## config.mk

```make
export PLATFORM = sky130hd
export DESIGN_NAME = puf_sequencer
export DESIGN_NICKNAME = d
export VERILOG_FILES = /design/src/rtl/puf_sequencer.sv
export SDC_FILE = /design/constraint.sdc
export NUM_CORES = 1
export LEC_CHECK = 0
export ABC_AREA = 1
export CAP_MARGIN = 20
export CORE_ASPECT_RATIO = 1.1
export CORE_MARGIN = 5
export CORE_UTILIZATION = 42
export DETAILED_ROUTE_END_ITERATION = 8
export HOLD_SLACK_MARGIN = 0.1
export PLACE_DENSITY = 0.76
export REMOVE_ABC_BUFFERS = 1
export SETUP_SLACK_MARGIN = 0.4
export SLEW_MARGIN = 25
export SYNTH_ARGS = -nofsm -noshare
export SYNTH_HDL_FRONTEND = slang
export SYNTH_SLANG_ARGS = --single-unit
```

## constraint.sdc

```tcl
create_clock -name clk -period 2.2 [get_ports clk]
set_input_delay 0.22 -clock clk [delete_from_list [all_inputs] [get_ports clk]]
set_output_delay 0.22 -clock clk [all_outputs]
set_load 0.03 [all_outputs]
```

## src/rtl/puf_sequencer.sv

```systemverilog
// Challenge sweeper for a parallel arbiter PUF: walks challenges first..last
// (with wrap), launches each race, captures the response (or a timeout),
// hands it to the host through a valid/ack handshake and clears the PUF.
module puf_sequencer #(
   parameter int CHAL_W    = 8,
   parameter int RESP_W    = 8,
   parameter int N_EN      = 32,
   parameter int SETTLE    = 4,
   parameter int TIMEOUT   = 1024,
   parameter int CLEAR_CYC = 2
) (
   input  logic              clk,
   input  logic              reset,
   input  logic              start,
   input  logic              abort,
   input  logic [CHAL_W-1:0] first_chal,
   input  logic [CHAL_W-1:0] last_chal,
   input  logic [RESP_W-1:0] puf_response,
   input  logic              puf_done,
   output logic [CHAL_W-1:0] challenge,
   output logic [N_EN-1:0]   enables,
   output logic              puf_ack,
   output logic [RESP_W-1:0] resp_data,
   output logic [CHAL_W-1:0] resp_chal,
   output logic              resp_timeout,
   output logic              resp_valid,
   input  logic              resp_ack,
   output logic              busy,
   output logic              seq_done
);

   // One shared counter serves LOAD settling, RACE timeout and CLEAR hold.
   localparam int CNT_MAX = (TIMEOUT > SETTLE)
                          ? ((TIMEOUT > CLEAR_CYC) ? TIMEOUT : CLEAR_CYC)
                          : ((SETTLE > CLEAR_CYC) ? SETTLE : CLEAR_CYC);
   localparam int CNT_W   = $clog2(CNT_MAX + 1);

   typedef enum logic [2:0] {
      IDLE    = 3'd0,
      LOAD    = 3'd1,
      RACE    = 3'd2,
      CAPTURE = 3'd3,
      PRESENT = 3'd4,
      CLEAR   = 3'd5,
      FINISH  = 3'd6
   } state_t;

   state_t             state, state_nx;
   logic [CNT_W-1:0]   cnt, cnt_nx;
   logic [CHAL_W-1:0]  last_q, last_nx, chal_nx;
   logic               abort_pend, abort_nx;
   logic               tflag, tflag_nx;
   logic               cap;

   // Next-state, counter and sweep bookkeeping.
   always_comb begin
      state_nx = state;
      cnt_nx   = cnt;
      chal_nx  = challenge;
      last_nx  = last_q;
      abort_nx = abort_pend;
      tflag_nx = tflag;
      cap      = 1'b0;
      case (state)
         IDLE: begin
            if (start) begin
               chal_nx  = first_chal;
               last_nx  = last_chal;
               cnt_nx   = '0;
               state_nx = LOAD;
            end else begin
               state_nx = IDLE;
            end
         end
         LOAD: begin
            if (abort) begin
               abort_nx = 1'b1;
               cnt_nx   = '0;
               state_nx = CLEAR;
            end else if (cnt == CNT_W'(SETTLE - 1)) begin
               cnt_nx   = CNT_W'(1);
               state_nx = RACE;
            end else begin
               cnt_nx   = cnt + CNT_W'(1);
            end
         end
         RACE: begin
            if (abort) begin
               abort_nx = 1'b1;
               cnt_nx   = '0;
               state_nx = CLEAR;
            end else if (puf_done) begin
               // done wins over a coinciding expiry
               tflag_nx = 1'b0;
               cnt_nx   = '0;
               state_nx = CAPTURE;
            end else if (cnt == CNT_W'(TIMEOUT)) begin
               tflag_nx = 1'b1;
               cnt_nx   = '0;
               state_nx = CAPTURE;
            end else begin
               cnt_nx   = cnt + CNT_W'(1);
            end
         end
         CAPTURE: begin
            if (abort) begin
               abort_nx = 1'b1;
               cnt_nx   = '0;
               state_nx = CLEAR;
            end else begin
               cap      = 1'b1;
               state_nx = PRESENT;
            end
         end
         PRESENT: begin
            // an abort here only ends the sweep after this handshake
            abort_nx = abort_pend | abort;
            if (resp_ack) begin
               cnt_nx   = '0;
               state_nx = CLEAR;
            end else begin
               state_nx = PRESENT;
            end
         end
         CLEAR: begin
            abort_nx = abort_pend | abort;
            if (cnt == CNT_W'(CLEAR_CYC - 1)) begin
               cnt_nx = '0;
               if ((challenge == last_q) || abort_pend || abort) begin
                  state_nx = FINISH;
               end else begin
                  chal_nx  = challenge + CHAL_W'(1);
                  state_nx = LOAD;
               end
            end else begin
               cnt_nx = cnt + CNT_W'(1);
            end
         end
         FINISH: begin
            abort_nx = 1'b0;
            cnt_nx   = '0;
            state_nx = IDLE;
         end
         default: begin
            abort_nx = 1'b0;
            cnt_nx   = '0;
            state_nx = IDLE;
         end
      endcase
   end

   // State register plus outputs registered from the next state.
   always_ff @(posedge clk) begin
      if (reset) begin
         state        <= IDLE;
         cnt          <= '0;
         challenge    <= '0;
         last_q       <= '0;
         abort_pend   <= 1'b0;
         tflag        <= 1'b0;
         enables      <= '0;
         puf_ack      <= 1'b0;
         resp_data    <= '0;
         resp_chal    <= '0;
         resp_timeout <= 1'b0;
         resp_valid   <= 1'b0;
         busy         <= 1'b0;
         seq_done     <= 1'b0;
      end else begin
         state        <= state_nx;
         cnt          <= cnt_nx;
         challenge    <= chal_nx;
         last_q       <= last_nx;
         abort_pend   <= abort_nx;
         tflag        <= tflag_nx;
         enables      <= {N_EN{state_nx == RACE}};
         puf_ack      <= (state_nx == CLEAR);
         resp_valid   <= (state_nx == PRESENT);
         busy         <= (state_nx != IDLE);
         seq_done     <= (state_nx == FINISH);
         if (cap) begin
            resp_data    <= puf_response;
            resp_chal    <= challenge;
            resp_timeout <= tflag;
         end else begin
            resp_data    <= resp_data;
            resp_chal    <= resp_chal;
            resp_timeout <= resp_timeout;
         end
      end
   end

endmodule

```

=== Word level (Yosys, flattened, before mapping) ===
Cells that the tools add are included.

* Reduce and logical (&&, ||, !) cells: 13
* Bitwise logic cells: 3
* Eq/ne operators: 19
* $add $sub $neg: 2
* Multiplexer cells: 31

{| class="wikitable"
|+ Operator list
! operator !! count
|-
| $mux W11 || 9
|-
| $pmux W11 S6 || 1
|-
| $mux W8 || 3
|-
| $mux W3 || 7
|-
| $pmux W3 S6 || 1
|-
| $pmux W8 S2 || 1
|-
| $eq A3 B3 Y1 const B || 5
|-
| $add A11 B1 Y11 const B || 1
|-
| $eq A11 B1 Y1 const B || 1
|-
| $eq A11 B11 Y1 const B || 1
|-
| $eq A11 B2 Y1 const B || 1
|-
| $ne A2 B2 Y1 const B || 5
|-
| $eq A3 B2 Y1 const B || 3
|-
| $add A8 B1 Y8 const B || 1
|-
| $eq A8 B8 Y1 || 1
|-
| $mux W1 || 8
|-
| $reduce_and A3 Y1 || 2
|-
| $reduce_and A2 Y1 || 2
|-
| $reduce_and A4 Y1 || 1
|-
| $reduce_bool A2 Y1 || 2
|-
| $eq A3 B1 Y1 const B || 1
|-
| $logic_not A3 Y1 || 1
|-
| $pmux W1 S3 || 1
|-
| $reduce_bool A3 Y1 || 1
|-
| 6 further kinds || 8
|}

* Input bits: 30
* Logic and storage cells: 82
* Flip-flop bits (word level): 54
* Output and inout port bits: 61

=== Depth between registers and ports, before layout ===
Gate-level depths: netlist of the first run.

* Depth in word-level cells: 7
* Gate-level depth with buffers: 13
* Depth with buffers taken out: 13

=== Worst setup path after synthesis of the first run ===
Ideal clock, no wire load.

* Path kind: register -> register
* Start: register challenge[2]
* End: register challenge[7]
* Data required time: 2136 ps
* Buffers on the path: 0
* Slack: 636 ps
* Setup time: 64 ps
* Period minus slack after synthesis: 1564 ps
* Cell stages (with the launch flop): 11
* Arrival time: 1500 ps
* Cell sequence: dfxtp_1 > nand3_1 > nor2_1 > nand2_1 > nor2_1 > nand2_1 > nand2_1 > nand2_1 > o21ai_0 > nor2_1 > nor2_1

* Word-level cells in the longest chain between the ends: 5
* Elaborated cells on any way between the ends: 9
* Classes of those cells: 1 x add/sub; 2 x eq/ne; 3 x mux; 3 x reduce/logical

{| class="wikitable"
|+ Ends and longest elaborated chain
! item !! line !! text
|-
| from (decl) || 20 || <nowiki>output logic [CHAL_W-1:0] challenge,</nowiki>
|-
| from (signal assigned) || 172 || <nowiki>challenge <= chal_nx;</nowiki>
|-
| branches (longest 5 deep; another with $add A8 B1 Y8) || - ||
|}

Parallel ways; which one is timed is not known. The select of a mux whose other input is x is not followed.
A chain may end at the register's enable or synchronous reset.

=== Worst setup path after layout of the first run ===
* Start: register challenge[3]
* End: output challenge[3]

No word-level cell between the ends.

==> impl_metrics.tcl, run 1 <==
set metrics [dict create \
    grt_overflow_total 0 \
    worst_path_dominant_cell_family "buffers and inverters" \
    maxCapViolations 0 \
    cts_num_sinks 54 \
    detailroute.via_count 2965 \
    ff_latch_count_synth 54 \
    grt_start_max_net_pins 33 \
    arrival_ns 1.49 \
    pin_count 91 \
    post-place-cells 594 \
    clk_root_buffer_cell "sky130_fd_sc_hd__clkbuf_8" \
    finalNonFillerCells 603 \
    fillerInstances 659 \
    drtPass1Iterations 4 \
    drt-wirelength-per-cell_um 12.9 \
    die_height_um 99.5 \
    worstHoldPathCells 2 \
    finalCritPeriodShare 0.777 \
    worstPathMaxFanout 6 \
    antenna_found_initial 0 \
    cp-end-kind "primary output" \
    totalPowerFinal_w 0.00243 \
    dieArea_um2 9080 \
    critical_path.cell_chain "clkdlybuf4s50_1" \
    synth-warning-count 0 \
    initial_utilization 0.434 \
    worstPathRequired_ns 1.98 \
    placedInstanceArea_um2 3830 \
    critical_path.slowest_cell "sky130_fd_sc_hd__clkdlybuf4s50_1" \
    finalSetupViolCount 0 \
    synth-seq-area-share 0.354 \
    syn_to_final_growth_pct 28.7 \
    regToRegEndpoint "cnt[8]" \
    run_status "finished clean" \
    first_iter_violations 249 \
    synth_cell_types 33 \
    ctsHtreeMaxLevel 2 \
    fp.coreArea_um2 7050 \
    cts.path.max_buffers 2 \
    worst_path_largest_cell_delay_ns 0.72 \
    cp-start-kind "flop" \
    maxClockFrequency_ghz 0.585 \
    post_synth_instance_area_um2 3060 \
    flop2flop_setup_slack_ns 0.58 \
    cts_tree "done" \
    drt.antenna.violating_nets 0 \
    post_drt_via_cell_ratio 4.92 \
    place.detailed.hpwl_mm 5.89 \
    finish.instance_area_um2 3930 \
    synthCells 455 \
    vdd_ir_drop_max_v 0.000405 \
    portBuffers 90 \
    period_needed_ns 1.71 \
    clkLatencyLatePin_ns 0.31 \
    worst_pin_slew_ns 0.434 \
    whs_endpoint "last_q[4]" \
    worst_r2r_startpoint "cnt[0]" \
    final_net_count 551 \
    via_count_of_the_first_global_routing_pass 2878 \
    drcViolationCount 0 \
    synth_area_per_cell_um2 6.72 \
    finalHoldViolations 0 \
    finalWeightedCongestion 1.02 \
    cellLeakagePower_nw 1.91 \
    min_from "last_q[4]" \
    clk_transition_reported_paths_ns 0.10 \
    grtUsageTotal 0.170 \
    hp-class "flop to flop" \
    finalClockSkew_ns 0.0100 \
    diode_count 0 \
    finalMaxSlewViolations 0 \
    rsz0062_at_grt "false" \
    normalized_max_slew_margin 0.710 \
    drt_wl_total_mm 7.78 \
    cts_inserted_buffers 5 \
    timing_worst_setup_path_type "flop to primary output" \
    layout.cells.most_common_list "sky130_fd_sc_hd__nand2_1 (102), sky130_fd_sc_hd__clkdlybuf4s50_1 (57), sky130_fd_sc_hd__dfxtp_1 (51), sky130_fd_sc_hd__nor2_1 (47), sky130_fd_sc_hd__inv_1 (43)" \
    first_pass_grt_wire_length_mm 13.0 \
    die_w_um 91.3 \
    final_common_cell "sky130_fd_sc_hd__nand2_1" \
    rr_worst_depth 13 \
    critPathBufInv 1 \
    power_density_nw_per_um2 617 \
    post_route_cells_drive_above_1_share 0.104 \
    rows 32 \
]
==> power breakdown <==
| part | internal (W) | switching [W] | total (W) |
|---|---|---|---|
| logic | 0.000296 | 0.000455 | 0.000750 |
| registers | 0.00105 | 0.0000759 | 0.00112 |
| clock network | 0.000226 | 0.000328 | 0.000554 |
==> cells by family after synthesis <==
family / after synthesis / share of synthesized area
simple gates: 219 / 0.328
buf+inv: 100 / 0.163
compound gates: 74 / 0.128
flops: 54 / 0.354
xor+xnor: 4 / 0.0115
fa+ha+maj: 4 / 0.0164
==> cell type report <==
class                   instances  area [um^2]  share of cell area
clock buffers                   6         72.6              0.0185
clock inverters                 2         13.8             0.00350
inverters                      58          218              0.0554
multi-input cells             301         1510               0.384
flip-flops and latches         54         1080               0.276
well taps                      85          106              0.0270
repair buffers                 97          928               0.236
==> metal layers <==
metal / track usage / wire length (um)
met4: 0.0609 / 165
met1: 0.211 / 3480
met5: 0 / 0
met2: 0.292 / 3710
met3: 0.0340 / 417
==> sequential cells by signal, summed over array words and instances, names as in the netlist <==
register and cells:
challenge 8, resp_timeout 1, cnt 11, last_q 8
abort_pend 1, resp_chal 8, resp_data 8, state 3
tflag 1, seq_done 1, puf_ack 1, enables 1
resp_valid 1, busy 1
==> synthesized netlist by cell type (all sizes together) <==
cell,instances,area (um^2)
o2111ai,1,8.76
a21boi,1,7.51
or2,1,6.26
dfxtp,54,1080
nor3,7,45.0
nand2,110,443
clkinv,1,3.75
nand3,39,200
clkbuf,7,26.3
xor2,1,8.76
nand4,5,31.3
inv,57,214
a21oi,31,155
ha,4,50.1
nor2,55,260
nand3b,2,15.0
o31ai,2,15.0
xnor2,3,26.3
a31oi,3,18.8
a22o,1,8.76
buf,35,253
o21ai,34,170
o21bai,1,7.51
==> how the worst max path moves through the flow <==
stage                     slack [ns]  cells past startpoint      endpoint    startpoint
final                           0.49                      1  challenge[3]  challenge[3]
after global routing            0.41                     12  challenge[7]  challenge[4]
after CTS                       0.42                      1  challenge[2]  challenge[2]
after detailed placement        0.33                     11        cnt[6]         abort
after global placement          0.42                     11        cnt[6]         abort
after floorplan                -4.47                      0    enables[0]    enables[0]
==> through the flow <==
stage                     setup WS [ns]  hold slack [ns]  setup TNS, ns   util
after floorplan                   -4.47            0.289        -143.01      -
after global placement            0.417            0.452              0  0.543
after detailed placement          0.330            0.463              0  0.543
after CTS                         0.421            0.479              0  0.551
after global routing              0.414            0.507              0  0.558
final                             0.490            0.480              0  0.558
==> what timing repair did <==
item                       CTS  global route
hold buffers                 0             0
pin swaps                    0             1
setup endpoints to repair   39            21
gates resized for setup     33            11
buffers inserted             0             1
No activity file was read; power rests on OpenSTA's default activity.
==> run 2, diff against run 1 <==
Settings changed: PLACE_DENSITY 0.76 to 0.78.
Clock period 2.2 ns to 1.5 ns, I/O delays scaled along.
==> impl_metrics.tcl, run 2 (same netlist as run 1, synthesis figures left out) <==
set metrics [dict create \
    run_status "finished, violations left" \
    violations "setup timing" \
    cts_num_sinks 54 \
    largest-register "cnt" \
    cellLeakagePower_nw 2.42 \
    finalWeightedCongestion 0.938 \
    cts.path.max_buffers 2 \
    ctsHtreeMaxLevel 2 \
    finalNonFillerCells 675 \
    drcViolationCount 0 \
    cts_tree "done" \
    syn_to_final_growth_pct 66.4 \
    maxClockFrequency_ghz 0.588 \
    pin_count 91 \
    diode_count 0 \
    worstPathRequired_ns 1.70 \
    worst_path_dominant_cell_family "simple AND/OR/NAND/NOR gates" \
    clk_transition_reported_paths_ns 0.10 \
    placedInstanceArea_um2 4090 \
    hold_ws_ns 0.435 \
    finalHoldViolations 0 \
    worstPathMaxFanout 7 \
    final_net_count 624 \
    place.detailed.hpwl_mm 6.32 \
    finalCritPeriodShare 1.13 \
    maxCapViolations 0 \
    clkLatencyLatePin_ns 0.31 \
    clk_root_buffer_cell "sky130_fd_sc_hd__clkbuf_8" \
    cp-end-kind "flop" \
    finalMaxSlewViolations 0 \
    layout.cells.most_common_list "sky130_fd_sc_hd__nand2_1 (70), sky130_fd_sc_hd__buf_4 (69), sky130_fd_sc_hd__dfxtp_1 (41), sky130_fd_sc_hd__inv_1 (36), sky130_fd_sc_hd__buf_6 (34)" \
    critical_path.slowest_cell "sky130_fd_sc_hd__dfxtp_4" \
    drt_wl_total_mm 11.5 \
    critical_path.cell_chain "buf_6 -> ha_4 -> inv_2 -> nor2_2 -> nand2_2 -> nand2_4 -> inv_4 -> nor2_4 -> buf_12 -> nand2_8 -> nand2_4 -> a21oi_4" \
    hold_buffers 0 \
    initial_utilization 0.434 \
    drt-wirelength-per-cell_um 17.1 \
    hp-class "primary input to flop" \
    power_density_nw_per_um2 871 \
    first_iter_violations 279 \
    grtUsageTotal 0.202 \
    cp-start-kind "flop" \
    post_drt_via_cell_ratio 5.44 \
    arrival_ns 1.90 \
    post-place-cells 636 \
    grt_overflow_total 0 \
    antenna_found_initial 0 \
    post_route_cells_drive_above_1_share 0.486 \
    timing_worst_setup_path_type "flop to flop" \
    portBuffers 90 \
    finish.instance_area_um2 5080 \
    regArea_um2 1110 \
    finalSetupViolCount 27 \
    worst_slack_ns -0.200 \
    detailroute.via_count 3671 \
    die_height_um 99.5 \
    dieArea_um2 9080 \
    fillerInstances 476 \
    worst_pin_slew_ns 0.398 \
    vdd_ir_drop_max_v 0.000529 \
    drt.antenna.violating_nets 0 \
    worst_path_largest_cell_delay_ns 0.40 \
    first_pass_grt_wire_length_mm 15.3 \
    path_common_cell "sky130_fd_sc_hd__nand2_4" \
    grt_start_max_net_pins 37 \
    largest_register_ffs 11 \
    critPathBufInv 4 \
    finalClockSkew_ns 0.00919 \
    multiInputGateArea_um2 1980 \
    drtPass1Iterations 5 \
    die_w_um 91.3 \
    final_common_cell "sky130_fd_sc_hd__nand2_1" \
    normalized_max_slew_margin 0.733 \
    rows 32 \
    period_needed_ns 1.70 \
    rsz0062_at_grt "true" \
    layout.core_utilization 0.722 \
    cts_inserted_buffers 5 \
    via_count_of_the_first_global_routing_pass 3234 \
    fp.coreArea_um2 7050 \
]
==> run 2: changes by cell type in the layout (fill, tap and decap cells not counted), sizes merged, moves of 2 or more <==
cell and change:
buf +128, clkdlybuf4s50 -28, clkinv -2, clkbuf +4, dlygate4sd2 -32
==> run 2: worst reg2reg max path, cell delays in order, from the launching register on <==
cell and delay [ns]:
sky130_fd_sc_hd__dfxtp_4 0.40, sky130_fd_sc_hd__buf_6 0.12, sky130_fd_sc_hd__ha_4 0.12, sky130_fd_sc_hd__inv_2 0.03, sky130_fd_sc_hd__nor2_2 0.13, sky130_fd_sc_hd__nand2_2 0.11, sky130_fd_sc_hd__nand2_4 0.12, sky130_fd_sc_hd__inv_4 0.05
sky130_fd_sc_hd__nor2_4 0.14, sky130_fd_sc_hd__buf_12 0.16, sky130_fd_sc_hd__nand2_8 0.08, sky130_fd_sc_hd__nand2_4 0.08, sky130_fd_sc_hd__a21oi_4 0.06
==> run 2: report_power, final <==
part           internal, W  total, W  switching (W)  leakage (nW)
clock network     0.000535   0.00103       0.000491        0.0573
logic             0.000713   0.00174        0.00102          1.92
registers          0.00155   0.00166       0.000118         0.446
total              0.00279   0.00443        0.00163          2.42
==> run 2: final cells by class <==
type | instances | share of cell area
Clock inverter | 1 | 0.00591
Sequential cell | 54 | 0.219
Timing Repair Buffer | 169 | 0.302
Tap cell | 85 | 0.0209
Clock buffer | 6 | 0.0162
Inverter | 58 | 0.0477
Multi-Input combinational cell | 302 | 0.389
==> run 2: timing repair <==
action                                  in CTS  in global routing
resized for setup                          238                111
pin swaps                                   40                 35
endpoints found under the setup margin     113                 96
gates cloned                                 2                  2
setup buffers                                9                 19
==> run 2: worst paths after layout <==
check               start            to  slack, ns  cells after the start
min          last_chal[3]     last_q[3]       0.43                      3
min reg2reg     last_q[5]     last_q[5]       0.49                      2
max                cnt[0]  challenge[2]      -0.20                     12
max reg2reg        cnt[0]  challenge[2]      -0.20                     12
==> run 2: through the flow <==
step | TNS [ns] | setup slack (ns) | power [W]
2_1_floorplan | -163.35 | -5.10 | 0.00236
3_3_place_gp | -2.29 | -0.118 | 0.00282
3_5_place_dp | -3.41 | -0.174 | 0.00285
4_1_cts | -0.619 | -0.0731 | 0.00407
5_1_grt | -5.48 | -0.257 | 0.00461
6_report | -3.39 | -0.200 | 0.00443
==> run 2: routing by layer <==
layer | track usage | share of wire | up-vias
met5 | 0 | 0 | -
met1 | 0.229 | 0.37 | 1725
li1 | - | - | 1700
met4 | 0.0677 | 0.048 | 0
met3 | 0.0371 | 0.057 | 54
met2 | 0.376 | 0.52 | 192
==> run 3, diff against run 2 <==
Settings changed: CORE_UTILIZATION 42 to 30, PLACE_DENSITY 0.78 to 0.6.
==> impl_metrics.tcl, run 3 (same netlist as run 1, synthesis figures left out) <==
set metrics [dict create \
    run_status "finished, violations left" \
    violations "setup timing" \
    worst_r2r_startpoint "cnt[1]" \
    place.detailed.hpwl_mm 6.38 \
    diode_count 0 \
    antenna_found_initial 0 \
    placedInstanceArea_um2 4100 \
    worstPathMaxFanout 6 \
    maxCapViolations 0 \
    drtPass1Iterations 4 \
    normalized_max_slew_margin 0.702 \
    first_iter_violations 119 \
    clkLatencyLatePin_ns 0.31 \
    via_count_of_the_first_global_routing_pass 3097 \
    cts_tree "done" \
    die_height_um 116 \
    fillerInstances 925 \
    pin_count 91 \
    largest_register_ffs 11 \
    setup.worst_path.end "challenge[3]" \
    finalCritPeriodShare 1.07 \
    grt_util_met2 0.273 \
    worstPathRequired_ns 1.74 \
    cp-start-kind "flop" \
    power_density_nw_per_um2 825 \
    syn_to_final_growth_pct 62.8 \
    clk_transition_reported_paths_ns 0.10 \
    timing_worst_setup_path_type "flop to flop" \
    cts_num_sinks 54 \
    regToRegEndpoint "challenge[3]" \
    hp-class "primary input to flop" \
    sw_frac_of_total 0.367 \
    finalWeightedCongestion 0.870 \
    drt.antenna.violating_nets 0 \
    worstSetupStartpoint "cnt[1]" \
    fp.coreArea_um2 9940 \
    cp-end-kind "flop" \
    finalMaxSlewViolations 0 \
    post_route_cells_drive_above_1_share 0.470 \
    totalPowerFinal_w 0.00411 \
    grtUsageMet1 0.179 \
    finish.instance_area_um2 4970 \
    maxClockFrequency_ghz 0.623 \
    grt_overflow_total 0 \
    finalHoldViolations 0 \
    final_common_cell "sky130_fd_sc_hd__nand2_1" \
    rsz0062_at_grt "true" \
    regArea_um2 1120 \
    worst_pin_slew_ns 0.446 \
    largest-register "cnt" \
    multiInputGateArea_um2 1930 \
    first_pass_grt_wire_length_mm 15.0 \
    drt-wirelength-per-cell_um 13.9 \
    grt_util_met3 0.0284 \
    grtUsageTotal 0.150 \
    finalSetupViolCount 22 \
    rr_worst_depth 13 \
    dieArea_um2 12300 \
    final_net_count 612 \
    clk_root_buffer_cell "sky130_fd_sc_hd__clkbuf_8" \
    cts_inserted_buffers 5 \
    arrival_ns 1.84 \
    power.switching_w 0.00151 \
    post_drt_via_cell_ratio 4.64 \
    detailroute.via_count 3244 \
    die_w_um 106 \
    share_seq_of_total_power 0.401 \
    setup-tns-final_ns -1.04 \
    post-place-ws_ns -0.171 \
    p_int_w 0.00260 \
    period_needed_ns 1.61 \
    finalClockSkew_ns 0.00674 \
    cts.path.max_buffers 2 \
    power.clock.fraction 0.214 \
    flop2flop_setup_slack_ns -0.11 \
    global_route.peak_usage_layer "met2" \
    grt_start_max_net_pins 24 \
    drt_wl_total_mm 9.71 \
    initial_utilization 0.307 \
    pwr-share-comb 0.385 \
    worst_slack_ns -0.105 \
    drcViolationCount 0 \
    cellLeakagePower_nw 2.35 \
    vdd_ir_drop_max_v 0.000448 \
    ctsHtreeMaxLevel 2 \
    layout.cells.most_common_list "sky130_fd_sc_hd__nand2_1 (81), sky130_fd_sc_hd__buf_4 (74), sky130_fd_sc_hd__dfxtp_1 (36), sky130_fd_sc_hd__inv_1 (35), sky130_fd_sc_hd__nor2_1 (29)" \
    portBuffers 90 \
    rows 38 \
]
-- run 3: worst max-delay path, cell delays in order, from the launching register on --
cell,delay (ns)
sky130_fd_sc_hd__dfxtp_2,0.34
sky130_fd_sc_hd__inv_2,0.08
sky130_fd_sc_hd__buf_6,0.11
sky130_fd_sc_hd__ha_4,0.13
sky130_fd_sc_hd__inv_2,0.03
sky130_fd_sc_hd__nor2_2,0.08
sky130_fd_sc_hd__nand2_2,0.09
sky130_fd_sc_hd__nand2_4,0.09
sky130_fd_sc_hd__inv_4,0.04
sky130_fd_sc_hd__nor2_4,0.09
sky130_fd_sc_hd__buf_12,0.15
sky130_fd_sc_hd__buf_6,0.10
sky130_fd_sc_hd__nand3_2,0.07
sky130_fd_sc_hd__a21oi_2,0.13
-- run 3: worst min path at each step --
stage / startpoint / to / slack (ns) / depth (start not counted)
detailed placement: last_q[1] / last_q[1] / 0.46 / 2
global placement: last_q[4] / last_q[4] / 0.45 / 2
CTS: last_chal[2] / last_q[2] / 0.43 / 3
floorplan: reset / challenge[0] / 0.22 / 1
finish: abort / tflag / 0.30 / 3
global route: abort / tflag / 0.31 / 3
-- run 3: routing by layer --
metal  wire length [um]  vias to the layer above
met3                348                       12
li1                   -                     1672
met5                  0                        -
met4                148                        0
met2               5170                       62
met1               4040                     1498
-- run 3: timing repair --
action,4_1_cts,5_1_grt
pin swaps,27,18
gates resized for setup,247,109
gates cloned,6,0
buffers inserted,11,6
hold buffers,0,0
setup endpoints to repair,115,106
-- run 3: layout make-up --
class,count,area share
flip-flops and latches,54,0.225
clock buffers,6,0.0166
well taps,120,0.0302
multi-input cells,302,0.388
inverters,58,0.0473
repair buffers,157,0.290
clock inverters,2,0.00252
-- run 3: stage by stage --
step	instances	util	hold WS (ns)
CTS	693	0.470	0.427
global route	699	0.501	0.308
floorplan	413	-	0.219
detailed placement	668	0.412	0.464
global placement	668	0.412	0.454
finish	699	0.501	0.303
-- run 3: power groups by stage --
stage,combinational (W),clock [W],sequential (W)
final,0.00158,0.000878,0.00164
after global routing,0.00172,0.000974,0.00166
after global placement,0.00120,0,0.00166
after CTS,0.00136,0.000929,0.00163
after detailed placement,0.00121,0,0.00166
after floorplan,0.000593,0,0.00176
